`src/rtl/intmatmul_sequencer.sv`:
```
// Time-shared MAC sequencer for an N x N integer matrix-vector product.
// Streams one row at a time through a single truncating MAC and writes one result per row.
module intmatmul_sequencer #(
   parameter int pVectorSize = 8,
   parameter int pWordSize   = 8,
   parameter int pIdxWidth   = 3
) (
   input  logic                   Clk,
   input  logic                   Reset,
   input  logic                   Start,
   input  logic                   Hold,
   output logic                   Busy,
   output logic                   Done,
   output logic                   memRdEn,
   output logic [2*pIdxWidth-1:0] matAddr,
   output logic [pIdxWidth-1:0]   vecAddr,
   input  logic [pWordSize-1:0]   matData,
   input  logic [pWordSize-1:0]   vecData,
   output logic                   resWrEn,
   output logic [pIdxWidth-1:0]   resAddr,
   output logic [pWordSize-1:0]   resData
);

   localparam logic [pIdxWidth-1:0] lastIdx = pIdxWidth'(pVectorSize - 1);

   typedef enum logic [2:0] {
      sIdle,
      sRun,
      sDrain,
      sWrite,
      sDone
   } stateT;

   stateT                 state;
   stateT                 nextState;
   logic [pIdxWidth-1:0]  row;
   logic [pIdxWidth-1:0]  col;
   logic [pWordSize-1:0]  acc;
   logic [pWordSize-1:0]  prodLo;
   logic                  validD;

   // Product truncated to the word size, matching the parallel datapath.
   assign prodLo = pWordSize'(matData * vecData);

   // State register.
   always_ff @(posedge Clk) begin
      if (Reset) begin
         state <= sIdle;
      end else begin
         state <= nextState;
      end
   end

   // Next-state logic; Start only matters in IDLE, Hold only in RUN.
   always_comb begin
      nextState = state;
      unique case (state)
         sIdle:   if (Start) nextState = sRun;
         sRun:    if (!Hold && col == lastIdx) nextState = sDrain;
         sDrain:  nextState = sWrite;
         sWrite:  nextState = (row == lastIdx) ? sDone : sRun;
         sDone:   nextState = sIdle;
         default: nextState = sIdle;
      endcase
   end

   // Output decode; everything idles at zero outside its active state.
   always_comb begin
      Busy    = 1'b0;
      Done    = 1'b0;
      memRdEn = 1'b0;
      matAddr = '0;
      vecAddr = '0;
      resWrEn = 1'b0;
      resAddr = '0;
      resData = '0;
      unique case (state)
         sRun: begin
            Busy    = 1'b1;
            memRdEn = !Hold;
            matAddr = {row, col};
            vecAddr = col;
         end
         sDrain: begin
            Busy = 1'b1;
         end
         sWrite: begin
            Busy    = 1'b1;
            resWrEn = 1'b1;
            resAddr = row;
            resData = acc;
         end
         sDone: begin
            Done = 1'b1;
         end
         default: begin
         end
      endcase
   end

   // Row/column walk, read-valid pipeline and wrapping accumulator.
   always_ff @(posedge Clk) begin
      if (Reset) begin
         row    <= '0;
         col    <= '0;
         acc    <= '0;
         validD <= 1'b0;
      end else begin
         validD <= memRdEn;
         if (state == sIdle && Start) begin
            row <= '0;
            col <= '0;
            acc <= '0;
         end else begin
            if (memRdEn) begin
               col <= (col == lastIdx) ? '0 : col + 1'b1;
            end
            if (state == sWrite) begin
               acc <= '0;
               row <= (row == lastIdx) ? '0 : row + 1'b1;
            end else if (validD) begin
               acc <= acc + prodLo;
            end
         end
      end
   end

endmodule
```
`config.mk`:
```
export PLATFORM = sky130hd
export DESIGN_NAME = intmatmul_sequencer
export DESIGN_NICKNAME = d
export VERILOG_FILES = /design/src/rtl/intmatmul_sequencer.sv
export SDC_FILE = /design/constraint.sdc
export NUM_CORES = 1
export LEC_CHECK = 0
export ABC_CLOCK_PERIOD_IN_PS = 6000
export BUFFER_PORTS_ARGS = -buffer_cell sky130_fd_sc_hd__clkbuf_2
export CAP_MARGIN = 15
export CORE_MARGIN = 2
export CORE_UTILIZATION = 45
export CTS_CLUSTER_DIAMETER = 120
export DETAILED_ROUTE_END_ITERATION = 6
export HOLD_SLACK_MARGIN = 0.12
export PLACE_DENSITY = 0.68
export SETUP_SLACK_MARGIN = 0.3
export SYNTH_ARGS = -nofsm -noshare
export SYNTH_HDL_FRONTEND = slang
export SYNTH_SLANG_ARGS = --single-unit
```
`constraint.sdc`:
```
create_clock -name Clk -period 6 [get_ports Clk]
set_input_delay 0.9 -clock Clk [delete_from_list [all_inputs] [get_ports Clk]]
set_output_delay 0.9 -clock Clk [all_outputs]
set_load 0.005 [all_outputs]
```
==> results by group, run 1 <==
Run status
  • Run status: finished clean

Drt
  • DR iter-0 viols: 58
  • DR vias: between 1500 and 2000
  • Via-to-Cell Ratio: a little under 5
  • Antenna viol nets, final: 0
  • Avg WL per Cell: 12.1 µm
  • DRT Wirelength: approximately 3800 µm
  • Post-route DRC violation count: 0
  • DRT Pass-1 Iters: 4

Die
  • Core Footprint: between 0.004 and 0.005 mm²
  • Top Ports: 44
  • Initial Util: 47.5%
  • Die area: 0.00482 mm²
  • Die H: 69.4 µm
  • Rows: 23
  • Die X: 69.4 µm

Synthesis
  • Post-synth top area share: 18.7%
  • Most area-consuming cells after synthesis: dfxtp_1 19%, fa_1 19%, ha_1 14%
  • Post-synth EDFFs: 0
  • Syn nets: ~280
  • Ys flop type: dfxtp_1
  • Synth Warn #: 0
  • Avg Cell Area, Syn: just under 9 µm²
  • Asr flop ratio synth: 0%
  • Synth cell types: 27
  • Most common cell in the netlist: nand2_1
  • Post-synthesis sequential area ratio: 18.7%
  • Mapped Area: 0.00193 mm²
  • Commonest cells post-synth: 29 x nand2_1, 28 x and2_1, 28 x inv_1
  • Syn Inst Count: approximately 220
  • Yosys reg bits: 18
  • Synth area leader: dfxtp_1

Final layout
  • Post-route insts no fill: approximately 310
  • Utilization after layout: 54.6%
  • Area growth from synthesis to layout: 15.1%
  • Nets@finish: 322
  • Layout cells sized above 1: 19.5%
  • Diodes inserted: 0
  • Design area: 0.00222 mm²

Critical path
  • Setup CP Type: in2reg
  • CP Max Fanout: 7
  • Crit path max-delay cell type: fa_1
  • Nature of the critical path endpoint: register
  • Startpoint Class: input port
  • Worst setup startpoint: vecData[1]
  • Critical path's top delay family: adder cells
  • WP data required: between 6000 and 7000 ps
  • Crit Reg-Reg Startpoint: acc[4]$_SDFFE_PP0P_
  • Worst-path cell chain: clkbuf_2 -> and2_1 -> fa_1 -> inv_1 -> fa_1 -> inv_1 -> ha_1 -> inv_1 -> fa_1 -> inv_1 -> fa_1 -> a21o_1 -> a21oi_1 -> xnor3_1 -> xnor3_1 -> a211oi_2
  • Worst Path Buf+Inv: 5
  • Reg-to-reg endpoint: acc[7]$_SDFFE_PP0P_
  • Reg2reg path depth: 14
  • Worst reg-to-reg setup slack: 1820 ps
  • CP Depth: 16
  • Critical Path Max Stage Delay: 520 ps
  • WP data arrival: 4900 ps
  • End point of the critical path: acc[7]$_SDFFE_PP0P_

Clock tree
  • Hold Buf Count CTS: 0
  • Clk slew on worst S/H paths: 70 ps
  • Resized Gates After CTS: 0
  • Clock Latency Late Sink: 250 ps
  • # clock sinks: 18
  • Inserted Clock Buffers: 3
  • Root Driver: clkbuf_8
  • H-tree depth: 1
  • Setup bufs post-CTS: 0
  • CTS tree: yes
  • Deepest clock path buffer count: 2

Timing
  • Slew margin rel.: 66.7%
  • Unrepaired setup endpoints after global routing: no
  • Final Hold Viols: 0
  • Hold WS: approximately 490 ps
  • Setup_tns: 0 ps
  • Fmax: ~210 MHz
  • Final min period: between 4000 and 5000 ps
  • Layout Skew: 3.21 ps
  • Worst-Margin Slew: 499 ps
  • Setup violators final: 0
  • Tcrit/Tclk final: 78.8%
  • Slew Limit Fails: 0
  • Final WS setup: 1270 ps

GRT
  • First-pass GRT wire length: 6450 µm
  • Initial antenna violation count: 0
  • Vias in the first global route: approximately 1400
  • Largest net degree at the start of global routing: 15
  • Overflow after GRT: 0
  • Gr usage total: 16.6%

Power and ir drop
  • Switching Share: 34.1%
  • Tot Pwr: 430 µW
  • Gate power share: 47.1%
  • Clock power share: 22.8%
  • P_leak: 1.13 nW
  • Pint: ~280 µW
  • Seq pwr share: 30.1%
  • Psw: between 100 and 150 µW
  • Peak supply drop: 0.177 mV
  • Power per standard cell area: 194 mW/mm²

Placement
  • Gp weighted congestion: slightly below 0.8
  • IO Port Bufs: 43
  • Cell area after placement: 0.00216 mm²
  • Inst Count DP: 308
  • Post-detail-place hpwl: 3290 µm
  • Dpl ws: 999 ps

Min path
  • Hold depth: 2
  • Tightest Hold Check Type: reg2reg

Flow run
  • Max cap viols: 0
[worst register-to-register path: cells and delay by family, from the launching register on]
family / cells / cell delay (ps)
adder cells (fa/ha/maj): 5 / 2270
XOR/XNOR: 2 / 760
AO/OA/AOI/OAI: 3 / 520
flip-flops: 1 / 350
buffers and inverters: 4 / 200
[final cells by class]
cell class              instances  area (µm²)
clock buffers                   4        55.1
multi-input cells             169        1420
flip-flops and latches         18         360
well taps                      50        62.6
inverters                      28         105
repair buffers                 43         215
fillers                       409        1840
[cells in the final DEF, fill, tap and decap left out, types with 4 or more instances in the layout]
master,n
inv_1,28
a21oi_1,9
dfxtp_1,18
and3_1,6
nand2_1,29
xnor2_1,12
clkbuf_2,43
nor2_1,17
mux2i_1,6
ha_1,21
and2_1,28
nor3_1,4
clkbuf_8,4
fa_1,18
[logic make-up (layout without fill, tap and decap cells)]
| group | count (synthesis) | count (layout) | share of synthesized area (%) |
|---|---|---|---|
| AO/OA/AOI/OAI | 19 | 19 | 6.30 |
| buffers and inverters | 36 | 75 | 7.66 |
| adder cells (fa/ha/maj) | 39 | 39 | 32.3 |
| XOR/XNOR | 17 | 17 | 9.55 |
| flip-flops | 18 | 18 | 18.7 |
| AND/OR/NAND/NOR | 88 | 88 | 22.3 |
| multiplexers | 6 | 6 | 3.12 |
[power by group through the flow]
stage               combinational [mW]  sequential [mW]  clock [mW]
detailed placement               0.206            0.132           0
CTS                              0.207            0.129       0.100
global placement                 0.202            0.132           0
global route                     0.233            0.130       0.106
finish                           0.203            0.129      0.0982
floorplan                        0.165            0.128           0
[metal layers]
layer  GRT usage (%)  up-vias  share of wire, %
met4            2.61        0              0.48
met3            2.62        2               4.7
met2            25.2       29                46
met5               0        -                 0
li1                -      781                 -
met1            25.2      704                49
[sequential cells by signal, summed over array words and instances (netlist names)]
register / cells
acc: 8
validD: 1
state: 3
col: 3
row: 3
[how the worst min path moves through the flow]
stage                              from                  end  slack (ps)
floorplan           row[1]$_SDFFE_PP0P_  row[1]$_SDFFE_PP0P_         460
global placement    acc[3]$_SDFFE_PP0P_  acc[3]$_SDFFE_PP0P_         480
detailed placement  row[1]$_SDFFE_PP0P_  row[1]$_SDFFE_PP0P_         480
CTS                 row[1]$_SDFFE_PP0P_  row[1]$_SDFFE_PP0P_         490
global route        row[1]$_SDFFE_PP0P_  row[1]$_SDFFE_PP0P_         520
finish              col[2]$_SDFFE_PP0P_  col[2]$_SDFFE_PP0P_         490
(Power assumes the default switching activity.)
==> run 2: changes to the inputs <==
--- a/config.mk
+++ b/config.mk
@@ -5,7 +5,8 @@
 export SDC_FILE = /design/constraint.sdc
 export NUM_CORES = 1
 export LEC_CHECK = 0
-export ABC_CLOCK_PERIOD_IN_PS = 6000
+export ABC_AREA = 1
+export ABC_CLOCK_PERIOD_IN_PS = 4550
 export BUFFER_PORTS_ARGS = -buffer_cell sky130_fd_sc_hd__clkbuf_2
 export CAP_MARGIN = 15
 export CORE_MARGIN = 2
==> constraint.sdc (replaced) <==
create_clock -name Clk -period 4.55 [get_ports Clk]
set_input_delay 0.6825 -clock Clk [delete_from_list [all_inputs] [get_ports Clk]]
set_output_delay 0.6825 -clock Clk [all_outputs]
set_load 0.005 [all_outputs]
==> run 2 against run 1 <==
  * Non-clock buffer count stayed put
  * Clock skew is 2.6 ps lower
  * Worst setup slack worse by 700 ps
  * Via count is 24% higher
  * Largest cell class unchanged
==> results by group, run 2 <==
Synthesis
  • Largest family of logic cells by synthesized area: adder cells
  • Synth area leader: dfxtp_1
  • Most common cell in the netlist: nand2_1
  • Syn nets: 376 (+33%)
  • Syn Inst Count: 317 (+42%)
  • Mapped Area: 0.00211 mm² (+9.4%)
  • Post-synthesis sequential area ratio: 17.1% (-1.6 points)
  • Avg Cell Area, Syn: 6.65 µm² (-23%)
  • Simple-gate share of the synthesized area: 28.7% (+6.4 points)
  • Yosys reg bits: 18 (unchanged)
  • Most area-consuming cells after synthesis: dfxtp_1 17%, fa_1 17%, nand2_1 14%
  • Ys flop type: dfxtp_1
  • Asr flop ratio synth: 0% (unchanged)
  • Commonest cells post-synth: 80 x nand2_1, 76 x inv_1, 36 x nor2_1
  • Synth Area in Compound Gates: 6.41% (+0.11 points)
  • Synth Area in Adders: 29.6% (-2.8 points)
  • Synth Warn #: 0 (unchanged)
  • Synth cell types: 26 (-3.7%)
  • Post-Synth XOR/XNOR Area: 0.415% (-9.1 points)
  • Mux share of post-synthesis cell area: 0% (-3.1 points)
  • Post-synth top area share: 17.1% (-1.6 points)
  • Post-synth EDFFs: 0 (unchanged)

GRT
  • Grt met1 use: 24.5% (-0.66 points)
  • Gr usage total: 18.6% (+2.0 points)
  • Busiest layer in global routing: met2
  • First-pass GRT wire length: 7890 µm (+22%)
  • Met2 usage: 33.9% (+8.7 points)
  • Vias in the first global route: 1846 (+33%)
  • Met3 Track Usage GR: 1.25% (-1.4 points)
  • Largest net degree at the start of global routing: 16 (+1)
  • Overflow after GRT: 0 (unchanged)
  • Initial antenna violation count: 0 (unchanged)

Clock tree
  • H-tree depth: 1 (unchanged)
  • CTS tree: yes
  • Clk slew on worst S/H paths: 70 ps (about the same)
  • Root Driver: clkbuf_8
  • Hold Buf Count CTS: 0 (unchanged)
  • Inserted Clock Buffers: 3 (unchanged)
  • Setup bufs post-CTS: 0 (unchanged)
  • Deepest clock path buffer count: 2 (unchanged)
  • Resized Gates After CTS: 0 (unchanged)
  • # clock sinks: 18 (unchanged)
  • Clock Latency Late Sink: 250 ps (about the same)

Critical path
  • Critical path's top delay family: adder cells
  • Worst Path Buf+Inv: 7 (+2)
  • Startpoint Class: input port
  • Critical Path Max Stage Delay: 530 ps (about the same)
  • CP Max Fanout: 7 (unchanged)
  • Most frequent CP cell: nand2_1
  • Nature of the critical path endpoint: register
  • Reg2reg path depth: 21 (+7)
  • Crit path max-delay cell type: fa_1
  • WP data arrival: 4130 ps (-770 ps)
  • Setup CP Type: in2reg
  • CP Depth: 22 (+6)
  • Worst-path cell chain: buf_2 -> nand2_1 -> fa_1 -> fa_1 -> inv_1 -> fa_1 -> inv_1 -> fa_1 -> inv_1 -> ha_1 -> inv_1 -> a21oi_1 -> nor2_1 -> inv_1 -> nand2_1 -> nand2_1 -> nand2_1 -> nand2_1 -> nand2_1 -> nand3_1 -> nand2_1 -> inv_1
  • WP data required: 4700 ps (-1470 ps)

Power and ir drop
  • Peak supply drop: 0.151 mV (-14%)
  • Pint: 344 µW (+21%)
  • Clock power share: 22.7% (about the same)
  • Seq pwr share: 29.9% (-0.2 points)
  • Psw: 223 µW (+52%)
  • Gate power share: 47.5% (+0.4 points)
  • Power per standard cell area: 237 mW/mm² (+22%)
  • P_leak: 1.41 nW (+25%)
  • Switching Share: 39.3% (+5.2 points)

Timing
  • Final WS setup: 573 ps (-697 ps)
  • Slew margin rel.: 75.8% (+9.1 points)
  • Worst-Margin Slew: 363 ps (-136 ps)
  • Tcrit/Tclk final: slightly below 90%
  • Hold WS: 492 ps (+1.86 ps)
  • Setup violators final: 0 (unchanged)
  • Slew Limit Fails: 0 (unchanged)
  • Setup_tns: 0 ps (unchanged)
  • Fmax: 251 MHz
  • Final Hold Viols: 0 (unchanged)
  • Unrepaired setup endpoints after global routing: no
  • Layout Skew: 0.605 ps (-2.61 ps)
  • Final min period: 3980 ps

Die
  • Die X: 72.4 µm (+4.3%)
  • Die area: 0.00525 mm² (+8.9%)
  • Die H: 72.4 µm (+4.3%)
  • Top Ports: 44 (unchanged)
  • Rows: 24 (+4.3%)
  • Core Footprint: 0.00444 mm² (+9.5%)
  • Initial Util: 47.4% (-0.049 points)

Placement
  • Dpl ws: 189 ps (-810 ps)
  • Gp weighted congestion: 0.837 (+5.6%)
  • IO Port Bufs: 43 (unchanged)
  • Inst Count DP: 404 (+31%)
  • Post-detail-place hpwl: 3700 µm (+13%)

Final layout
  • Layout cells sized above 1: 18.8% (-0.65 points)
  • Commonest non-fill, non-tap cell in the layout: nand2_1
  • Nets@finish: 416 (+29%)
  • Largest reg by FF count: acc
  • Diodes inserted: 0 (unchanged)
  • Post-route insts no fill: 408 (+31%)
  • Area growth from synthesis to layout: 13.5%
  • Commonest cells after routing, fill and taps aside: 79 x nand2_1, 76 x inv_1, 42 x clkbuf_2, 36 x nor2_1, 21 x ha_1
  • Largest register FFs: 8 (unchanged)

Drt
  • Via-to-Cell Ratio: 4.61 (-5.2%)
  • Antenna viol nets, final: 0 (unchanged)
  • Avg WL per Cell: 10.7 µm (-12%)
  • Post-route DRC violation count: 0 (unchanged)
  • DR iter-0 viols: 31 (-47%)
  • DRT Pass-1 Iters: 4 (unchanged)
  • DR vias: 1879 (+24%)
  • DRT Wirelength: 4350 µm (+15%)

Run status
  • Run status: finished clean

Flow run
  • Max cap viols: 0 (unchanged)

Min path
  • Tightest Hold Check Type: reg2reg
  • Hold depth: 2 (unchanged)
## run 2: changes by cell type after synthesis, sizes merged, moves of 3 or more
cell,before,now
nand2,29,82
a21o,3,0
mux2i,6,0
xnor2,13,0
a21oi,9,13
inv,28,84
nand3,0,17
and3,6,0
and2,28,0
nor2,17,38
## run 2: stage by stage
| step | area (µm²) | power (mW) | util, % |
|---|---|---|---|
| after floorplan | 2110 | 0.378 | - |
| after global placement | 2330 | 0.435 | 52.5 |
| after detailed placement | 2330 | 0.441 | 52.5 |
| after CTS | 2390 | 0.572 | 53.7 |
| after global routing | 2390 | 0.628 | 53.8 |
| final | 2390 | 0.567 | 53.8 |
## run 2: path summary, 6_finish.rpt
check                            from             endpoint  slack, ps
hold / removal    col[1]$_SDFFE_PP0P_  col[1]$_SDFFE_PP0P_        490
setup reg to reg  acc[6]$_SDFFE_PP0P_  acc[7]$_SDFFE_PP0P_        870
hold reg to reg   col[1]$_SDFFE_PP0P_  col[1]$_SDFFE_PP0P_        490
setup / recovery           vecData[1]  acc[7]$_SDFFE_PP0P_        570
## run 2: kinds of logic after synthesis
family | Yosys count
AO/OA/AOI/OAI | 23
XOR/XNOR | 1
adder cells (fa/ha/maj) | 39
buffers and inverters | 93
flip-flops | 18
AND/OR/NAND/NOR | 143
## run 2: power by group through the flow
stage	clock (mW)	combinational, mW	sequential (mW)
2_1_floorplan	0	0.207	0.171
3_3_place_gp	0	0.263	0.173
3_5_place_dp	0	0.268	0.173
4_1_cts	0.131	0.271	0.169
5_1_grt	0.139	0.320	0.170
6_report	0.129	0.269	0.169
## run 2: tightest hold or removal path, stage by stage, from the launching register on
cell	delay, ps
dfxtp_1	320
inv_1	60
a211oi_1	70
## run 2: final cells by class
cell class / instances / area, µm²
clock buffers: 4 / 55.1
repair buffers: 43 / 215
flip-flops and latches: 18 / 360
well taps: 52 / 65.1
multi-input cells: 206 / 1380
inverters: 85 / 319
fillers: 456 / 2050
## run 2: routing by layer
metal  vias up  wire length [µm]
met3         3                89
met5         -                 0
li1       1016                 -
met4         0                27
met1       836              2060
met2        24              2170
==> run 3: changes to the inputs <==
--- a/config.mk
+++ b/config.mk
@@ -9,7 +9,6 @@
 export ABC_CLOCK_PERIOD_IN_PS = 4550
 export BUFFER_PORTS_ARGS = -buffer_cell sky130_fd_sc_hd__clkbuf_2
 export CAP_MARGIN = 15
-export CORE_MARGIN = 2
 export CORE_UTILIZATION = 45
 export CTS_CLUSTER_DIAMETER = 120
 export DETAILED_ROUTE_END_ITERATION = 6
==> run 3 against run 2 <==
  * First-iteration DRC count up 100%
  * Non-clock buffer count unchanged
  * Sequential cell count unchanged
  * Highest routed layer is now met3
  * Combinational power about the same
  * Global-route usage down 0.84 points
==> results by group, run 3 (same netlist as run 2, synthesis figures left out) <==
Timing
  • Setup violators final: 0 (unchanged)
  • Fmax: 253 MHz (+0.58%)
  • Hold WS: 485 ps (-6.91 ps)
  • Slew margin rel.: 73.3% (-2.5 points)
  • Unrepaired setup endpoints after global routing: no
  • Setup_tns: 0 ps (unchanged)
  • Final WS setup: 596 ps (+22.9 ps)
  • Slew Limit Fails: 0 (unchanged)
  • Tcrit/Tclk final: 86.9% (-0.50 points)
  • Final Hold Viols: 0 (unchanged)
  • Layout Skew: 5.72 ps (+5.11 ps)
  • Final min period: 3950 ps (-22.9 ps)
  • Worst-Margin Slew: 400 ps (+36.9 ps)

Die
  • Die area: 0.00496 mm² (-5.4%)
  • Top Ports: 44 (unchanged)
  • Die X: 70.4 µm (-2.8%)
  • Rows: 24 (unchanged)
  • Core Footprint: 0.00441 mm² (-0.68%)
  • Initial Util: 47.8% (+0.32 points)
  • Die H: 70.4 µm (-2.8%)

Min path
  • Tightest Hold Check Type: reg2reg
  • Hold path startpoint: row[1]$_SDFFE_PP0P_

Critical path
  • Worst setup startpoint: vecData[1]
  • Critical path's top delay family: adder cells
  • Worst-path cell chain: clkbuf_2 -> nand2_1 -> inv_1 -> fa_1 -> inv_1 -> fa_1 -> inv_1 -> ha_1 -> inv_1 -> fa_1 -> inv_1 -> fa_2 -> nand2_2 -> a21oi_1 -> nor2_1 -> inv_1 -> nand2_1 -> nand2_1 -> nand2_1 -> nand2_1 -> nand2_1 -> nand3_1 -> nand2_1 -> inv_1
  • Setup CP Type: in2reg
  • Worst Path Buf+Inv: 8 (+1)
  • CP Max Fanout: 7 (unchanged)
  • WP data arrival: 4110 ps (-20 ps)
  • Critical Path Max Stage Delay: 530 ps (about the same)
  • Startpoint Class: input port
  • Crit path max-delay cell type: fa_1
  • WP data required: 4700 ps (about the same)
  • Crit Reg-Reg Startpoint: acc[6]$_SDFFE_PP0P_
  • Nature of the critical path endpoint: register

Drt
  • Avg WL per Cell: 10.0 µm (-5.7%)
  • DRT Pass-1 Iters: 4 (unchanged)
  • Via-to-Cell Ratio: 4.58 (-0.48%)
  • DRT Wirelength: 4100 µm (-5.7%)
  • Antenna viol nets, final: 0 (unchanged)
  • DR vias: 1870 (-0.48%)
  • Post-route DRC violation count: 0 (unchanged)
  • DR iter-0 viols: 63 (+100%)

Clock tree
  • Root Driver: clkbuf_8
  • Clock Latency Late Sink: 260 ps (about the same)
  • # clock sinks: 18 (unchanged)
  • Hold Buf Count CTS: 0 (unchanged)
  • H-tree depth: 1 (unchanged)
  • Deepest clock path buffer count: 2 (unchanged)
  • Resized Gates After CTS: 0 (unchanged)
  • Inserted Clock Buffers: 3 (unchanged)
  • CTS tree: yes
  • Setup bufs post-CTS: 0 (unchanged)
  • Clk slew on worst S/H paths: 70 ps (about the same)

Placement
  • Cell area after placement: 0.00233 mm² (unchanged)
  • Dpl ws: 263 ps (+73.3 ps)
  • IO Port Bufs: 43 (unchanged)
  • Post-detail-place hpwl: 3480 µm (-5.9%)
  • Gp weighted congestion: 0.819 (-2.1%)
  • Inst Count DP: 404 (unchanged)

Final layout
  • Utilization after layout: 54.2% (+0.37 points)
  • FF/Latch Area: 360 µm² (unchanged)
  • Post-route insts no fill: 408 (unchanged)
  • Commonest non-fill, non-tap cell in the layout: nand2_1
  • Nets@finish: 416 (unchanged)
  • Diodes inserted: 0 (unchanged)
  • Largest register FFs: 8 (unchanged)
  • Area growth from synthesis to layout: 13.5% (unchanged)
  • Design area: 0.00239 mm² (unchanged)
  • Commonest cells after routing, fill and taps aside: 79 x nand2_1, 76 x inv_1, 42 x clkbuf_2, 36 x nor2_1, 21 x ha_1
  • Layout cells sized above 1: 18.8% (unchanged)
  • Largest reg by FF count: acc
  • Layout fillers: 442 (-3.1%)
  • Multi-input logic area: 0.00138 mm² (unchanged)

Power and ir drop
  • Clock power share: 23.3% (+0.6 points)
  • Gate power share: 47.0% (-0.5 points)
  • Pint: 344 µW (about the same)
  • Peak supply drop: 0.149 mV (-1.3%)
  • Seq pwr share: 29.7% (-0.2 points)
  • Tot Pwr: 569 µW (+0.31%)
  • Power per standard cell area: 238 mW/mm² (+0.31%)
  • Psw: 225 µW (+0.75%)
  • P_leak: 1.41 nW (about the same)
  • Switching Share: 39.5% (+0.17 points)

Run status
  • Run status: finished clean

GRT
  • Initial antenna violation count: 0 (unchanged)
  • Vias in the first global route: 1675 (-9.3%)
  • First-pass GRT wire length: 7180 µm (-9.0%)
  • Largest net degree at the start of global routing: 16 (unchanged)
  • Gr usage total: 17.7% (-0.84 points)
  • Overflow after GRT: 0 (unchanged)

Flow run
  • Max cap viols: 0 (unchanged)
run 3: power groups by stage:
stage | clock network (mW) | logic (mW) | registers [mW]
6_report | 0.132 | 0.267 | 0.169
5_1_grt | 0.141 | 0.318 | 0.170
4_1_cts | 0.134 | 0.267 | 0.169
3_5_place_dp | 0 | 0.264 | 0.173
3_3_place_gp | 0 | 0.262 | 0.173
2_1_floorplan | 0 | 0.207 | 0.171
run 3: worst paths after layout:
path	endpoint	slack, ps	cells past startpoint
hold / removal	row[1]$_SDFFE_PP0P_	490	2
setup / recovery	acc[7]$_SDFFE_PP0P_	600	24
hold reg to reg	row[1]$_SDFFE_PP0P_	490	2
setup reg to reg	acc[7]$_SDFFE_PP0P_	900	21
run 3: cell type report:
type                    count  area share [%]
well taps                  52            2.72
clock buffers               4            2.30
repair buffers             43            9.00
inverters                  85            13.3
flip-flops and latches     18            15.1
multi-input cells         206            57.6
run 3: worst reg2reg max path, stage by stage, from the launching register on:
cell	delay, ps
dfxtp_1	310
inv_1	70
fa_1	510
fa_1	510
inv_1	50
fa_1	470
inv_1	50
fa_1	530
inv_1	40
ha_1	270
inv_1	80
a21oi_1	40
nor2_1	130
inv_1	50
nand2_1	80
nand2_1	50
nand2_1	60
nand2_1	50
nand2_1	50
nand3_1	60
nand2_1	70
inv_1	30
run 3: per-layer routing:
metal	wire length, µm	vias to the layer above	GRT usage, %
li1	-	1023	-
met1	2120	813	25.9
met2	1810	34	28.3
met3	165	0	3.17
met4	0	0	1.33
met5	0	-	0
